**config.mk**
```make
export PLATFORM = sky130hd
export DESIGN_NAME = packet_packer
export DESIGN_NICKNAME = d
export VERILOG_FILES = /design/src/rtl/packet_packer.sv
export SDC_FILE = /design/constraint.sdc
export NUM_CORES = 1
export LEC_CHECK = 0
export CAP_MARGIN = 15
export CELL_PAD_IN_SITES_DETAIL_PLACEMENT = 1
export CELL_PAD_IN_SITES_GLOBAL_PLACEMENT = 1
export CORE_ASPECT_RATIO = 0.9
export CORE_MARGIN = 1.5
export CORE_UTILIZATION = 30
export CTS_BUF_LIST = sky130_fd_sc_hd__clkbuf_16
export DETAILED_ROUTE_END_ITERATION = 10
export PLACE_DENSITY_LB_ADDON = 0.1
export RECOVER_POWER = 50
export SETUP_SLACK_MARGIN = 0.2
export SYNTH_ARGS = -nofsm -noshare
export SYNTH_HDL_FRONTEND = slang
export SYNTH_SLANG_ARGS = --single-unit
```
**constraint.sdc**
```tcl
create_clock -name clk -period 2 [get_ports clk]
set_input_delay 0.3 -clock clk [delete_from_list [all_inputs] [get_ports clk]]
set_output_delay 0.3 -clock clk [all_outputs]
set_load 0.05 [all_outputs]
```
**src/rtl/packet_packer.sv**
```systemverilog
// packet_packer
//   Packs pairs of 42-bit packets into 128-bit queue words. The first packet
//   of a pair goes to data_out[41:0] and the second to data_out[105:64]. All
//   other bits are zero. A flush while half a word is held completes the
//   word with PAD_PKT.
//
// Ports
//   clk, rst       : clock and synchronous active-high reset
//   in_valid/ready : upstream packet handshake (accept = in_valid && in_ready)
//   in_data        : upstream packet
//   flush          : level request to emit a held half word
//   write_en       : queue word valid
//   data_out       : queue word
//   waitrequest    : queue cannot accept when high
//   idle           : no packet held
//   word_count     : words written (wraps at 2^16)
//   pad_count      : padded words written (wraps at 2^16)
//
// Handshake: a packet moves on any cycle with in_valid && in_ready. A word
// moves on any cycle with write_en && !waitrequest. Until that transfer,
// write_en and data_out hold steady.
module packet_packer #(
    parameter int                    Q_DATA_WIDTH = 128,
    parameter int                    PKT_WIDTH    = 42,
    parameter logic [PKT_WIDTH-1:0]  PAD_PKT      = 42'h3FF_FFFF_FFFF
) (
    input  logic                    clk,
    input  logic                    rst,
    input  logic                    in_valid,
    input  logic [PKT_WIDTH-1:0]    in_data,
    output logic                    in_ready,
    input  logic                    flush,
    output logic                    write_en,
    output logic [Q_DATA_WIDTH-1:0] data_out,
    input  logic                    waitrequest,
    output logic                    idle,
    output logic [15:0]             word_count,
    output logic [15:0]             pad_count
);

    localparam int HALF_W = Q_DATA_WIDTH / 2;
    localparam int ZERO_W = HALF_W - PKT_WIDTH;

    typedef enum logic [1:0] {
        S_EMPTY = 2'd0,
        S_HALF  = 2'd1,
        S_FULL  = 2'd2
    } state_t;

    state_t               state;
    state_t               state_nxt;
    logic [PKT_WIDTH-1:0] slot0_q;
    logic [PKT_WIDTH-1:0] slot1_q;
    logic                 padded_q;
    logic [15:0]          word_cnt_q;
    logic [15:0]          pad_cnt_q;
    logic                 accept;
    logic                 xfer;

    // State register
    always_ff @(posedge clk) begin
        if (rst) state <= S_EMPTY;
        else     state <= state_nxt;
    end

    // Next-state logic
    always_comb begin
        state_nxt = state;
        case (state)
            S_EMPTY: if (accept) state_nxt = S_HALF;
            // An accept takes precedence over flush in HALF.
            S_HALF:  if (accept || flush) state_nxt = S_FULL;
            // Back-to-back: a transfer and a new packet together refill slot 0.
            S_FULL:  if (xfer) state_nxt = accept ? S_HALF : S_EMPTY;
            default: state_nxt = S_EMPTY;
        endcase
    end

    // Outputs. Reset masks both handshakes so that a held word is dropped
    // and a packet offered during reset is not taken.
    always_comb begin
        idle     = (state == S_EMPTY);
        write_en = (state == S_FULL) && !rst;
        in_ready = !rst && ((state != S_FULL) || !waitrequest);
    end

    assign accept = in_valid && in_ready;
    assign xfer   = write_en && !waitrequest;

    // Packet slots, padded flag and counters
    always_ff @(posedge clk) begin
        if (rst) begin
            slot0_q    <= '0;
            slot1_q    <= '0;
            padded_q   <= 1'b0;
            word_cnt_q <= '0;
            pad_cnt_q  <= '0;
        end else begin
            if (xfer) begin
                word_cnt_q <= word_cnt_q + 16'd1;
                if (padded_q) pad_cnt_q <= pad_cnt_q + 16'd1;
                padded_q <= 1'b0;
            end
            case (state)
                S_EMPTY: if (accept) slot0_q <= in_data;
                S_HALF: begin
                    if (accept) begin
                        slot1_q <= in_data;
                    end else if (flush) begin
                        slot1_q  <= PAD_PKT;
                        padded_q <= 1'b1;
                    end
                end
                S_FULL:  if (xfer && accept) slot0_q <= in_data;
                default: ;
            endcase
        end
    end

    assign data_out   = {{ZERO_W{1'b0}}, slot1_q, {ZERO_W{1'b0}}, slot0_q};
    assign word_count = word_cnt_q;
    assign pad_count  = pad_cnt_q;

endmodule

```
## Word-level counts from Yosys, hierarchy flattened

Cells that the tools add are included.
Widths: inputs -> output; s select.

| storage, ports and cells | value |
|---|---|
| flip-flop bits (word level) | 119 |
| input port bits | 47 |
| output and inout port bits | 163 |
| logic and storage cells | 45 |

| operators by class | value |
|---|---|
| $add $sub $neg | 2 |
| equality and inequality tests | 7 |
| mux-type cells | 14 |
| reductions and logical operators | 16 |

Operator list:

| cell | count |
|---|---|
| $mux 42 | 4 |
| $pmux 42 s2 | 1 |
| $add 16x1->16 const B | 2 |
| $mux 2 | 3 |
| $ne 2x2->1 const B | 3 |
| $pmux 2 s3 | 1 |
| $reduce_and 3->1 | 2 |
| $logic_and 1x1->1 | 5 |
| $mux 1 | 5 |
| $ne 2x1->1 const B | 2 |
| $reduce_and 2->1 | 2 |
| $reduce_bool 2->1 | 2 |
| $eq 2x1->1 const B | 1 |
| $eq 2x2->1 const B | 1 |
| $logic_not 1->1 | 2 |
| $logic_not 2->1 | 1 |
| $logic_or 1x1->1 | 2 |

## Logic depth before layout (Yosys ltp)

Gate-level depths: netlist (run 1).

| depth | value |
|---|---|
| word-level depth | 7 |
| gate-level depth with buffers | 7 |
| gate-level depth less buffers | 5 |

## Worst setup path before layout (run 1)

No wires, ideal clock.

| timing | value |
|---|---|
| path kind | register -> register |
| start | register word_cnt_q[3] (netlist: word_count[3]) |
| end | register word_cnt_q[9] (netlist: word_count[9]) |
| arrival | 1.934 ns |
| required time | 1.930 ns |
| path slack | -0.004 ns |
| cell stages (with the launch flop) | 5 |
| buffers on the path | 0 |
| path through | dfxtp_1 > nand4_1 > or3_1 > or3_1 > a21oi_1 |

| between the ends | value |
|---|---|
| word-level cells in the longest chain between the ends | 1 |

RTL lines:

| element | RTL line | source |
|---|---|---|
| start, declared | 55 | `logic [15:0] word_cnt_q;` |
| start signal, assigned | 100 | `word_cnt_q <= word_cnt_q + 16'd1;` |
| $add 16x1->16 | 100 |  |

No other way between the ends.
A chain may end at the register's enable or synchronous reset.

## Worst setup path after layout (run 1)

| timing | value |
|---|---|
| start | register state[0] |
| end | register word_cnt_q[13] (netlist: word_count[13]) |

| between the ends | value |
|---|---|
| word-level cells in the longest chain between the ends | 3 |

RTL lines:

| element | RTL line | source |
|---|---|---|
| start, declared | 50 | `state_t state;` |
| start signal, assigned | 63 | `else state <= state_nxt;` |
| $eq 2x2->1 | 83 | `write_en = (state == S_FULL) && !rst;` |
| $logic_and 1x1->1 | 83 |  |
| $logic_and 1x1->1 | 88 | `assign xfer = write_en && !waitrequest;` |

No other way between the ends.

==> impl_metrics.ini, run 1 <==
[timing]
slew_headroom = 0.5284
setup_tns_ps = 0
worst_slack_ps = 121.9
finalHoldViolCount = 0
tightest_slew_ps = 707.4
max_freq_ghz = 0.5325
skew_ps = 10.10
fin_crit_sh = 0.9390
finalCriticalPeriod_ps = 1878
rsz0062_at_grt = yes
drv_slew = 0
setup_violations = 0

[critical_path]
r2r_cells = 5
path_class = reg2reg
cp-start-kind = flip-flop
cp.required_ps = 2270
r2r_slack_ps = 120
endpoint_kind = flip-flop
rr_startpoint = state[0]
crit_fanout = 6
crit_arrival_ps = 2150
regToRegEndpoint = word_count[13]

[global_routing]
first_global_vias = 4693
met1_usage = 0.2144
grt_usage = 0.1859
grt_max_degree = 66
busiest_layer = met2
grt_overflow = 0
met2_usage = 0.3185
antenna_found_initial = 0
grt.met3_usage = 0.07380
grt_pass1_wl_um = 24050

[synth]
yosysWarnings = 0
synthArstFlopShare = 0
synth-seq-cells = 119
syn_inst = 596
yosysSeqAreaShare = 0.4922
synth_edf_count = 0
synth.largest_area_cell = dfxtp_1
ys.flop_type = dfxtp_1
synth_area_leaders = dfxtp_1, nor2_1, nand2_1
synth_top_area_frac = 0.4922
netlist_area_um2 = 4840
ys_types = 43
postSynthAreaPerCell_um2 = 8.120

[floorplanning]
core_area_um2 = 15600
num_io_pins = 210
fp-row-count = 43
die_area_um2 = 16900
die_h_um = 123.5
start_util = 0.3102
die_w_um = 136.9

[clock_network]
numCtsBuffers = 17
cts_sinks = 119
postCtsHoldBufs = 0
cts_tree = built
clock_latency_ps = 420
clk_pin_slew_ps = 60
cts_root_buf = clkbuf_16
clockBufferDepth = 2
htreeDepth = 4

[placed_design]
pre_cts_ws_ps = -298.5
gp_congestion = 0.7459
placement.io_buffers = 165
dp_hpwl_um = 10740

[drt]
dr.pass1.iters = 4
first_iter_violations = 166
final_antenna_net_count = 0
avgViaCountPerCell = 4.623
routed_wirelength_um = 15760
wl_per_cell_um = 15.97
drc = 0
via_count = 4563

[final_layout]
drive_above_1_share = 0.1045
area_delta_synth_final_pct = 50.03
fin_nets = 822
layout_common_cells = dfxtp_1, dlygate4sd2_1, nor2_1
layout.cells.most_common = dfxtp_1
antenna_cells = 0

[status]
status = complete, no violations

[hold_path]
hold_start = rst
whs_path_depth = 2
worstHoldEndpoint = pad_count[12]
hold_class = in2reg

[pwr]
leakage_nw = 3.275
ir_drop_mv = 0.6476
power_density_nw_per_um2 = 917.5

[run]
maxCapViolCount = 0
==> worst max-delay path, stage by stage (launching register included) <==
cell      delay (ps)
dfxtp_1          320
or4b_4           540
clkbuf_2         220
nor4_4           400
a31o_2           210
a21oi_1           50
==> where the power goes <==
part           internal, mW  switching (mW)
clock network          1.86            1.06
registers              2.48          0.0562
logic                 0.327           0.867
==> synth_stat cells, types with 2 or more instances <==
cell      instances
nor4_2            2
clkbuf_1         27
buf_4            44
nor4_1            4
inv_1             6
nor2b_1           2
mux2i_1           4
or3_1             6
dfxtp_1         119
o21ai_0           5
ha_1              2
xor2_1            6
a21oi_1          51
buf_6             2
xnor2_1          13
nand3_1          10
nand2b_1          5
nand4_1           9
nand2_1          96
nor2_1          108
nand3b_1          2
nor3_1           48
buf_2             5
==> worst max-delay path by stage <==
stage                 from              to  slack [ps]  depth (start not counted)
2_1_floorplan          rst   pad_count[13]         200                          6
3_3_place_gp   waitrequest  word_count[13]        -260                          6
3_5_place_dp   waitrequest   pad_count[13]        -300                          7
4_1_cts           state[0]        in_ready         100                          4
5_1_grt           state[1]  word_count[13]          80                          5
6_report          state[0]  word_count[13]         120                          5
==> final cells by class <==
class	instances	area [um^2]
clock inverters	13	113.9
flip-flops and latches	119	2387
multi-input cells	436	2196
inverters	6	22.52
repair buffers	193	1838
fillers	1875	8342
well taps	202	252.7
clock buffers	18	450.4
==> flip-flops by register name (all words and copies together), names as in the netlist <==
name	cells
padded_q	1
slot1_q	42
state	2
word_count	16
slot0_q	42
pad_count	16
==> metrics by stage <==
step | hold WS, ps | utilization | power [mW] | cells | instance area, um^2
2_1_floorplan | 436.0 | - | 3.445 | 639 | 5029
3_3_place_gp | 443.1 | 0.4293 | 3.808 | 949 | 6698
3_5_place_dp | 449.3 | 0.4293 | 3.827 | 949 | 6698
4_1_cts | 156.8 | 0.4627 | 6.736 | 983 | 7219
5_1_grt | 172.9 | 0.4654 | 6.954 | 987 | 7261
6_report | 171.0 | 0.4654 | 6.661 | 987 | 7261
==> repair_timing <==
action | in CTS | in global routing
setup endpoints to repair | 138 | 49
endpoints found under the hold margin | 0 | 0
cloned | 1 | 1
setup buffers | 2 | 3
gates resized for setup | 125 | 16
pin swaps | 1 | 6
==> routing by layer <==
| metal | up-vias | wire length (um) |
|---|---|---|
| met4 | 0 | 169 |
| met1 | 2201 | 6612 |
| met3 | 13 | 1108 |
| met2 | 127 | 7873 |
| li1 | 2222 | - |
| met5 | - | 0 |
==> cells by family (layout without fill, tap and decap cells) <==
kind of cell,count (synthesis),after routing,share of synthesized area
xor+xnor,19,19,0.03438
simple gates,303,303,0.2839
mux,4,4,0.008273
fa+ha+maj,2,2,0.005170
other cells,1,44,0.0007749
flops,119,119,0.4922
compound gates,64,64,0.07161
buf+inv,84,230,0.1037
No activity file was read; power rests on OpenSTA's default activity.
==> run 2, diff against run 1 <==
--- a/config.mk
+++ b/config.mk
@@ -12,6 +12,7 @@
 export CORE_MARGIN = 1.5
 export CORE_UTILIZATION = 30
 export CTS_BUF_LIST = sky130_fd_sc_hd__clkbuf_16
+export CTS_CLUSTER_DIAMETER = 60
 export DETAILED_ROUTE_END_ITERATION = 10
 export PLACE_DENSITY_LB_ADDON = 0.1
 export RECOVER_POWER = 50
==> results of run 2 <==
Final layout, timing and power as in run 1 (identical DEF).
